[src/rtl/i2c_slave_regs.sv]
// -----------------------------------------------------------------------------
// i2c_slave_regs
//
// I2C target with a 2^REG_AW x 8 register file. Oversamples scl/SDA on clk,
// detects START/STOP, matches a 7-bit address, loads a register pointer from
// the first written byte, then writes (W) or reads (R) bytes with pointer
// auto-increment and wrap.
//
// Ports
//   clk         system clock; scl and SDA are oversampled on it
//   reset       asynchronous, active-low reset
//   scl         bus clock from the master
//   SDA_in      resolved (wired-AND) bus SDA
//   SDA_out     target SDA drive: 0 pulls low, 1 releases
//   busy        high from an address match until STOP / return to IDLE
//   wr_strobe   one-clk pulse per data byte written to the register file
//   wr_addr     register index of that write (valid with wr_strobe)
//   wr_data     byte written (valid with wr_strobe)
//   dbg_state_o current FSM state (IDLE encodes as 0), for observation only
//
// wr_strobe is a fire-and-forget notification: there is no ready/backpressure,
// a consumer must take wr_addr/wr_data in the single cycle wr_strobe is high.
// -----------------------------------------------------------------------------
module i2c_slave_regs #(
    parameter logic [6:0]  SLAVE_ADDR = 7'b1101001,
    parameter int unsigned REG_AW     = 4
) (
    input  logic              clk,
    input  logic              reset,
    input  logic              scl,
    input  logic              SDA_in,
    output logic              SDA_out,
    output logic              busy,
    output logic              wr_strobe,
    output logic [REG_AW-1:0] wr_addr,
    output logic [7:0]        wr_data,
    output logic [3:0]        dbg_state_o
);

    localparam int NREG = 1 << REG_AW;

    typedef enum logic [3:0] {
        IDLE      = 4'd0,
        ADDR      = 4'd1,
        ADDR_ACK  = 4'd2,
        REG       = 4'd3,
        REG_ACK   = 4'd4,
        WDATA     = 4'd5,
        WDATA_ACK = 4'd6,
        RDATA     = 4'd7,
        RDATA_ACK = 4'd8
    } state_t;

    // -------------------------------------------------------------------------
    // Input conditioning: [0],[1] synchronise, [2] is the edge-detect history.
    // Reset to 1 so an idle (high) bus produces no edge on reset release.
    // -------------------------------------------------------------------------
    logic [2:0] scl_sync_q;
    logic [2:0] sda_sync_q;

    always_ff @(posedge clk or negedge reset) begin
        if (!reset) begin
            scl_sync_q <= 3'b111;
            sda_sync_q <= 3'b111;
        end else begin
            scl_sync_q <= {scl_sync_q[1:0], scl};
            sda_sync_q <= {sda_sync_q[1:0], SDA_in};
        end
    end

    logic scl_s, sda_s;
    logic scl_rise, scl_fall, start_det, stop_det;

    assign scl_s     = scl_sync_q[1];
    assign sda_s     = sda_sync_q[1];
    assign scl_rise  = scl_s & ~scl_sync_q[2];
    assign scl_fall  = ~scl_s & scl_sync_q[2];
    assign start_det = scl_s & sda_sync_q[2] & ~sda_s;
    assign stop_det  = scl_s & ~sda_sync_q[2] & sda_s;

    // -------------------------------------------------------------------------
    // State
    // -------------------------------------------------------------------------
    state_t            state_q, state_d;
    logic [2:0]        bit_cnt_q, bit_cnt_d;
    logic [7:0]        shift_q, shift_d;
    logic [REG_AW-1:0] ptr_q, ptr_d;
    logic              rw_q, rw_d;
    // Sub-phase inside ACK states: 0 = waiting for the fall that opens the
    // slot, 1 = slot open (for RDATA_ACK: master ACK seen, waiting for fall).
    logic              ph_q, ph_d;
    logic              sda_out_q, sda_out_d;
    logic              busy_q, busy_d;
    logic              wr_strobe_q, wr_strobe_d;
    logic [REG_AW-1:0] wr_addr_q, wr_addr_d;
    logic [7:0]        wr_data_q, wr_data_d;
    logic              wr_en;

    logic [7:0]        regs_q [NREG];
    logic [7:0]        rx_byte;
    logic [7:0]        rd_byte;

    // Byte as it stands including the bit being sampled on this rising edge.
    assign rx_byte = {shift_q[6:0], sda_s};
    assign rd_byte = regs_q[ptr_q];

    always_comb begin
        state_d     = state_q;
        bit_cnt_d   = bit_cnt_q;
        shift_d     = shift_q;
        ptr_d       = ptr_q;
        rw_d        = rw_q;
        ph_d        = ph_q;
        sda_out_d   = sda_out_q;
        busy_d      = busy_q;
        wr_en       = 1'b0;
        wr_strobe_d = 1'b0;
        wr_addr_d   = wr_addr_q;
        wr_data_d   = wr_data_q;

        // Bus conditions win over any bit activity in the same clk.
        if (stop_det) begin
            state_d   = IDLE;
            sda_out_d = 1'b1;
            busy_d    = 1'b0;
            ph_d      = 1'b0;
        end else if (start_det) begin
            // Repeated START keeps ptr and drops any partial byte.
            state_d   = ADDR;
            bit_cnt_d = 3'd0;
            shift_d   = 8'h00;
            sda_out_d = 1'b1;
            ph_d      = 1'b0;
        end else begin
            unique case (state_q)
                IDLE: begin
                    sda_out_d = 1'b1;
                end

                ADDR: begin
                    if (scl_rise) begin
                        shift_d   = rx_byte;
                        bit_cnt_d = bit_cnt_q + 3'd1;
                        if (bit_cnt_q == 3'd7) begin
                            if (rx_byte[7:1] == SLAVE_ADDR) begin
                                state_d = ADDR_ACK;
                                rw_d    = rx_byte[0];
                                busy_d  = 1'b1;
                                ph_d    = 1'b0;
                            end else begin
                                state_d = IDLE;
                                busy_d  = 1'b0;
                            end
                        end
                    end
                end

                ADDR_ACK, REG_ACK, WDATA_ACK: begin
                    if (scl_fall) begin
                        if (!ph_q) begin
                            sda_out_d = 1'b0;
                            ph_d      = 1'b1;
                        end else begin
                            ph_d      = 1'b0;
                            bit_cnt_d = 3'd0;
                            if (state_q == ADDR_ACK && rw_q) begin
                                // First read bit goes out on the fall that
                                // closes the ACK slot.
                                state_d   = RDATA;
                                sda_out_d = rd_byte[7];
                                shift_d   = {rd_byte[6:0], 1'b0};
                            end else begin
                                sda_out_d = 1'b1;
                                state_d   = (state_q == ADDR_ACK) ? REG : WDATA;
                            end
                        end
                    end
                end

                REG: begin
                    if (scl_rise) begin
                        shift_d   = rx_byte;
                        bit_cnt_d = bit_cnt_q + 3'd1;
                        if (bit_cnt_q == 3'd7) begin
                            ptr_d   = rx_byte[REG_AW-1:0];
                            state_d = REG_ACK;
                            ph_d    = 1'b0;
                        end
                    end
                end

                WDATA: begin
                    if (scl_rise) begin
                        shift_d   = rx_byte;
                        bit_cnt_d = bit_cnt_q + 3'd1;
                        if (bit_cnt_q == 3'd7) begin
                            wr_en       = 1'b1;
                            wr_strobe_d = 1'b1;
                            wr_addr_d   = ptr_q;
                            wr_data_d   = rx_byte;
                            ptr_d       = ptr_q + REG_AW'(1);
                            state_d     = WDATA_ACK;
                            ph_d        = 1'b0;
                        end
                    end
                end

                RDATA: begin
                    // shift_q[7] always holds the next bit to present.
                    if (scl_fall) begin
                        if (bit_cnt_q == 3'd7) begin
                            sda_out_d = 1'b1;
                            state_d   = RDATA_ACK;
                            ph_d      = 1'b0;
                        end else begin
                            bit_cnt_d = bit_cnt_q + 3'd1;
                            sda_out_d = shift_q[7];
                            shift_d   = {shift_q[6:0], 1'b0};
                        end
                    end
                end

                RDATA_ACK: begin
                    if (!ph_q && scl_rise) begin
                        if (sda_s) begin
                            state_d = IDLE;
                            busy_d  = 1'b0;
                        end else begin
                            ptr_d = ptr_q + REG_AW'(1);
                            ph_d  = 1'b1;
                        end
                    end else if (ph_q && scl_fall) begin
                        // ptr_q is already the incremented pointer here.
                        ph_d      = 1'b0;
                        state_d   = RDATA;
                        bit_cnt_d = 3'd0;
                        sda_out_d = rd_byte[7];
                        shift_d   = {rd_byte[6:0], 1'b0};
                    end
                end

                default: begin
                    state_d   = IDLE;
                    sda_out_d = 1'b1;
                    busy_d    = 1'b0;
                end
            endcase
        end
    end

    always_ff @(posedge clk or negedge reset) begin
        if (!reset) begin
            state_q     <= IDLE;
            bit_cnt_q   <= 3'd0;
            shift_q     <= 8'h00;
            ptr_q       <= '0;
            rw_q        <= 1'b0;
            ph_q        <= 1'b0;
            sda_out_q   <= 1'b1;
            busy_q      <= 1'b0;
            wr_strobe_q <= 1'b0;
            wr_addr_q   <= '0;
            wr_data_q   <= 8'h00;
        end else begin
            state_q     <= state_d;
            bit_cnt_q   <= bit_cnt_d;
            shift_q     <= shift_d;
            ptr_q       <= ptr_d;
            rw_q        <= rw_d;
            ph_q        <= ph_d;
            sda_out_q   <= sda_out_d;
            busy_q      <= busy_d;
            wr_strobe_q <= wr_strobe_d;
            wr_addr_q   <= wr_addr_d;
            wr_data_q   <= wr_data_d;
        end
    end

    // Register file
    always_ff @(posedge clk or negedge reset) begin
        if (!reset) begin
            for (int i = 0; i < NREG; i++) begin
                regs_q[i] <= 8'h00;
            end
        end else if (wr_en) begin
            regs_q[ptr_q] <= rx_byte;
        end
    end

    assign SDA_out     = sda_out_q;
    assign busy        = busy_q;
    assign wr_strobe   = wr_strobe_q;
    assign wr_addr     = wr_addr_q;
    assign wr_data     = wr_data_q;
    assign dbg_state_o = state_q;

endmodule
[config.mk]
export PLATFORM = sky130hd
export DESIGN_NAME = i2c_slave_regs
export DESIGN_NICKNAME = d
export VERILOG_FILES = /design/src/rtl/i2c_slave_regs.sv
export SDC_FILE = /design/constraint.sdc
export NUM_CORES = 1
export LEC_CHECK = 0
export CORE_MARGIN = 4
export CORE_UTILIZATION = 44
export CTS_CLUSTER_SIZE = 14
export DETAILED_ROUTE_END_ITERATION = 7
export GPL_ROUTABILITY_DRIVEN = 1
export HOLD_SLACK_MARGIN = 0.05
export PLACE_DENSITY = 0.61
export SLEW_MARGIN = 20
export SYNTH_ARGS = -nofsm -noshare
export SYNTH_HDL_FRONTEND = slang
export SYNTH_SLANG_ARGS = --single-unit
[constraint.sdc]
create_clock -name clk -period 2.95 [get_ports clk]
set_input_delay 0.885 -clock clk [delete_from_list [all_inputs] [get_ports clk]]
set_output_delay 0.885 -clock clk [all_outputs]
set_load 0.05 [all_outputs]
==> out/metrics.cfg, run 1 <==
[outcome]
status = complete, no violations

[yosys]
ys_seq_area_frac = 0.493
syn_area_mm2 = 0.00864
synth.distinct_cells = 67
synth-seq-cells = 170
async_flop_share = 1.00
syn_avg_cell_area_um2 = 13.2
yosys_most_used_dff = dfrtp_1
yosysWarnings = 0
synth.net_count = 664
synthCells = 654
synth_edf_count = 0

[timing]
maxSlewViolCount = 0
finalSetupViolCount = 0
rsz0062_at_grt = no
min_period_ns = 2.74
finalSetupTns_ns = 0
finalClockSkew_ns = 0.0107
finalHoldViolCount = 0
timing.fmax_mhz = 365
fin_crit_sh = 0.929
max_slew.worst_pin.slew_ns = 0.776
maxSlewHeadroom = 0.482

[worst_setup_path]
endpoint_kind = primary output
crit_fanout = 23
worstPathRequired_ns = 2.07
cp-start-kind = flop
critPathArrivalTime_ns = 1.85
path_class = flop to primary output

[power]
power_density_mw_per_mm2 = 560
power.leakage_nw = 4.70
vdd_drop_max_uv = 512
power_mw = 5.49

[floorplanning]
dieWidth_um = 148
num_rows = 50
ioPinCount = 23
initial_core_util = 0.454
die_h_um = 148
core_mm2 = 0.0190
die_area_mm2 = 0.0219

[finish]
drive_above_1_share = 0.197
antenna_cells = 0
layout_commonest_cell = dfrtp_1
fillCellCount = 1657
layout_common_cells = dfrtp_1 (162), mux2_1 (139), nand2_1 (44)
multi_input_area_mm2 = 0.00409
syn2layout_area_growth_pct = 13.4
nets = 683
regArea_mm2 = 0.00426

[clocking]
clock_latency_ns = 0.43
cts_tree = done
clkTransAtPathRegs_ns = 0.07
cts_made_buffers = 17
cts-resized-gates = 0
post_cts_buffers = 0
cts_root_buf = clkbuf_16
ctsHoldBuffers = 0
htree_num_levels = 4
clock_sinks = 170
clockBufferDepth = 2

[detailed_routing]
drcViolationCount = 0
via_per_inst = 5.93
vias = 5607
drt-wirelength-per-cell_um = 22.6
ant_nets = 0
drt-total-wl_mm = 21.4
first_pass_iters = 5
drt_iter0_drc = 341

[grt]
grt_pass1_vias = 5901
grt_max_degree = 62
grt_pass1_wl_mm = 34.6
grt_remaining_overflow = 0
grt.total_usage = 0.205
antenna_found_initial = 0

[hold_path]
hold_path_class = flop to flop

[placed_design]
post-dp-hpwl_mm = 14.4
port_buffers = 22
globalplace.congestion = 0.910

[job]
max-cap-violations = 0

## report_power, final
| part | internal, mW | switching [mW] | total [mW] | leakage, nW |
|---|---|---|---|---|
| Clock | 1.35 | 0.993 | 2.35 | 0.292 |
| Sequential | 2.39 | 0.0442 | 2.44 | 2.34 |
| Combinational | 0.197 | 0.509 | 0.707 | 2.07 |
| Total | 3.94 | 1.55 | 5.49 | 4.70 |
## cell type report
cell class                      instances  share of cell area
Clock buffer                           17              0.0434
Clock inverter                         14              0.0190
Inverter                               10             0.00396
Multi-Input combinational cell        423               0.417
Sequential cell                       170               0.435
Tap cell                              260              0.0332
Timing Repair Buffer                   51              0.0481
## flip-flops by register name, indices dropped and copies added (netlist names)
name / flops
SDA_out: 1
bit_cnt_q: 3
busy: 1
dbg_state_o: 4
ph_q: 1
ptr_q: 4
regs_q: 128
rw_q: 1
scl_sync_q: 3
sda_sync_q: 3
shift_q: 8
wr_addr: 4
wr_data: 8
wr_strobe: 1
## cell families after synthesis
group / synth area share
mux: 0.284
compound gates: 0.0730
fa+ha+maj: 0.00869
flops: 0.493
buf+inv: 0.0334
simple gates: 0.106
xor+xnor: 0.00203
## critical path: stages (launching register included)
cell and delay, ns:
dfrtp_1 0.34, buf_4 0.25, clkdlybuf4s50_1 0.84
## routing by layer
metal | GRT usage | wire length [um]
met3 | 0.0402 | 911
met1 | 0.285 | 9700
met4 | 0.0527 | 365
met2 | 0.333 | 10400
met5 | 0 | 0
## metrics by stage
stage	setup WS [ns]	cell area, um2	hold slack [ns]	cells	util
6_report	0.211	9800	0.357	945	0.515
2_1_floorplan	0.494	8640	0.345	654	-
4_1_cts	0.185	9800	0.358	945	0.515
5_1_grt	0.134	9800	0.368	945	0.515
3_3_place_gp	0.491	9190	0.351	914	0.483
3_5_place_dp	0.420	9190	0.347	914	0.483
## Yosys cell counts, types with 3 or more instances
cell type | number | area, um2
buf_4 | 4 | 30.0
dfrtp_1 | 163 | 4080
o21ai_1 | 11 | 55.1
ha_1 | 6 | 75.1
a211o_1 | 3 | 26.3
dfstp_2 | 7 | 184
or3_1 | 4 | 25.0
and2_1 | 3 | 18.8
nor2_1 | 13 | 48.8
buf_2 | 16 | 80.1
o211ai_1 | 3 | 22.5
a21oi_1 | 17 | 85.1
a2111oi_0 | 3 | 26.3
and3_1 | 6 | 37.5
nand2_1 | 44 | 165
inv_1 | 7 | 26.3
nor2_8 | 8 | 160
a31oi_1 | 7 | 43.8
nand3b_1 | 4 | 30.0
buf_6 | 3 | 33.8
nand3_1 | 10 | 50.1
a211oi_1 | 8 | 60.1
o31ai_1 | 4 | 30.0
o22ai_1 | 5 | 31.3
mux2i_1 | 10 | 100
nor2_4 | 8 | 90.1
or4_1 | 3 | 22.5
nand2b_1 | 6 | 37.5
mux2_1 | 139 | 1570
nor2b_1 | 7 | 43.8
o21ai_0 | 11 | 55.1
mux4_2 | 35 | 788
clkbuf_1 | 26 | 97.6
nor3_1 | 7 | 35.0
## worst paths after layout
check,startpoint,end,slack [ns],depth (start not counted)
worst max-delay path,dbg_state_o[3],dbg_state_o[3],0.21,2
worst min register to register,scl_sync_q[0],scl_sync_q[1],0.36,0
worst min-delay path,scl_sync_q[0],scl_sync_q[1],0.36,0
worst max register to register,bit_cnt_q[0],regs_q[36],0.41,8
min in group asynchronous,reset,ph_q,0.44,1
max in group asynchronous,reset,regs_q[14],1.67,2
Power figures use the tool's default switching activity.
==> run 2, diff against run 1 <==
--- a/config.mk
+++ b/config.mk
@@ -5,8 +5,10 @@
 export SDC_FILE = /design/constraint.sdc
 export NUM_CORES = 1
 export LEC_CHECK = 0
+export CAP_MARGIN = 10
 export CORE_MARGIN = 4
 export CORE_UTILIZATION = 44
+export CTS_CLUSTER_DIAMETER = 40
 export CTS_CLUSTER_SIZE = 14
 export DETAILED_ROUTE_END_ITERATION = 7
 export GPL_ROUTABILITY_DRIVEN = 1
==> constraint.sdc (replaced) <==
create_clock -name clk -period 3.51 [get_ports clk]
set_input_delay 1.053 -clock clk [delete_from_list [all_inputs] [get_ports clk]]
set_output_delay 1.053 -clock clk [all_outputs]
set_load 0.05 [all_outputs]
==> out/metrics.cfg, run 2 (synthesized netlist as in run 1, its figures left out) <==
[outcome]
status = complete, no violations

[clocking]
clock_latency_ns = 0.43
post_cts_buffers = 0
cts_root_buf = clkbuf_16
clkTransAtPathRegs_ns = 0.07
htree_num_levels = 4
cts_made_buffers = 17
clock_sinks = 170
ctsHoldBuffers = 0
cts_tree = done
clockBufferDepth = 2
cts-resized-gates = 0

[finish]
nets = 671
syn2layout_area_growth_pct = 12.6
postLayoutCellArea_mm2 = 0.00973
layout_commonest_cell = dfrtp_1
drive_above_1_share = 0.181
antenna_cells = 0
layout_common_cells = dfrtp_1 (162), mux2_1 (139), nand2_1 (44)
stdcell_count = 934
regMostFlops = regs_q
largest_reg_flops = 128

[grt]
grt_remaining_overflow = 0
grt_pass1_vias = 5715
antenna_found_initial = 0
grt.total_usage = 0.201
grt_max_degree = 72
grt_pass1_wl_mm = 33.6

[worst_setup_path]
critPathTopFamily = buffers and inverters
critPathArrivalTime_ns = 1.77
slowest_delay_ns = 0.80
endpoint_kind = primary output
cp-start-kind = flop
cp.buffers_inverters = 1
worstPathRequired_ns = 2.46
crit_path_top_delay_cell = clkdlybuf4s50_1
crit_chain = clkdlybuf4s50_1
crit_fanout = 2
path_class = flop to primary output

[detailed_routing]
vias = 5447
drt-wirelength-per-cell_um = 22.3
drt_iter0_drc = 335
via_per_inst = 5.83
drcViolationCount = 0
drt-total-wl_mm = 20.8
first_pass_iters = 5
ant_nets = 0

[timing]
timing.fmax_mhz = 354
finalHoldViolCount = 0
max_slew.worst_pin.slew_ns = 0.946
finalSetupViolCount = 0
min_period_ns = 2.83
fin_crit_sh = 0.805
maxSlewViolCount = 0
maxSlewHeadroom = 0.370
worst_slack_ns = 0.685
rsz0062_at_grt = no
finalClockSkew_ns = 0.00748
finalSetupTns_ns = 0

[placed_design]
post-dp-hpwl_mm = 14.0
pre_cts_slack_ns = 0.942
globalplace.congestion = 0.887
placed_area_mm2 = 0.00909
port_buffers = 22
place_inst = 902

[floorplanning]
num_rows = 50
die_h_um = 148
dieWidth_um = 148
ioPinCount = 23
die_area_mm2 = 0.0219
core_mm2 = 0.0190
initial_core_util = 0.454

[power]
internal_power_mw = 3.35
sequentialPowerShare = 0.484
power_mw = 4.65
p_sw_mw = 1.31
vdd_drop_max_uv = 304
power.leakage_nw = 4.65
power_density_mw_per_mm2 = 478
switching_share = 0.281
clkPwrFrac = 0.440
power_frac_comb = 0.076

[job]
max-cap-violations = 0

[hold_path]
hold_path_class = flop to flop

==> run 2: final cells by class <==
| class | instances | area [um2] |
|---|---|---|
| clock buffers | 17 | 425 |
| clock inverters | 15 | 213 |
| fillers | 1623 | 9290 |
| inverters | 10 | 38.8 |
| multi-input cells | 423 | 4090 |
| flip-flops and latches | 170 | 4260 |
| well taps | 260 | 325 |
| repair buffers | 39 | 374 |
==> run 2: power groups by stage <==
stage | registers, mW | clock network [mW] | logic [mW]
final | 2.25 | 2.05 | 0.355
after global routing | 2.26 | 2.17 | 0.388
after CTS | 2.24 | 2.08 | 0.356
after detailed placement | 2.28 | 0 | 0.354
after global placement | 2.28 | 0 | 0.350
after floorplan | 2.08 | 0 | 0.340
==> run 2: layer usage <==
layer | GRT usage | vias to the layer above | share of wire
met5 | 0 | - | 0
met4 | 0.0527 | 0 | 0.015
met3 | 0.0536 | 25 | 0.059
met2 | 0.321 | 145 | 0.49
met1 | 0.274 | 2818 | 0.44
li1 | - | 2459 | -
==> run 2: metrics by stage <==
| stage | hold WS, ns | utilization |
|---|---|---|
| floorplan | 0.345 | - |
| global placement | 0.346 | 0.478 |
| detailed placement | 0.347 | 0.478 |
| CTS | 0.356 | 0.512 |
| global route | 0.360 | 0.512 |
| finish | 0.356 | 0.512 |
==> run 2: final timing paths <==
kind,start,end,slack [ns],depth (start not counted)
hold reg to reg,sda_sync_q[0],sda_sync_q[1],0.36,0
min in group asynchronous,reset,ph_q,0.63,1
max in group asynchronous,reset,regs_q[42],2.07,2
setup / recovery,SDA_out,SDA_out,0.68,1
hold / removal,sda_sync_q[0],sda_sync_q[1],0.36,0
setup reg to reg,ptr_q[0],shift_q[7],0.96,5
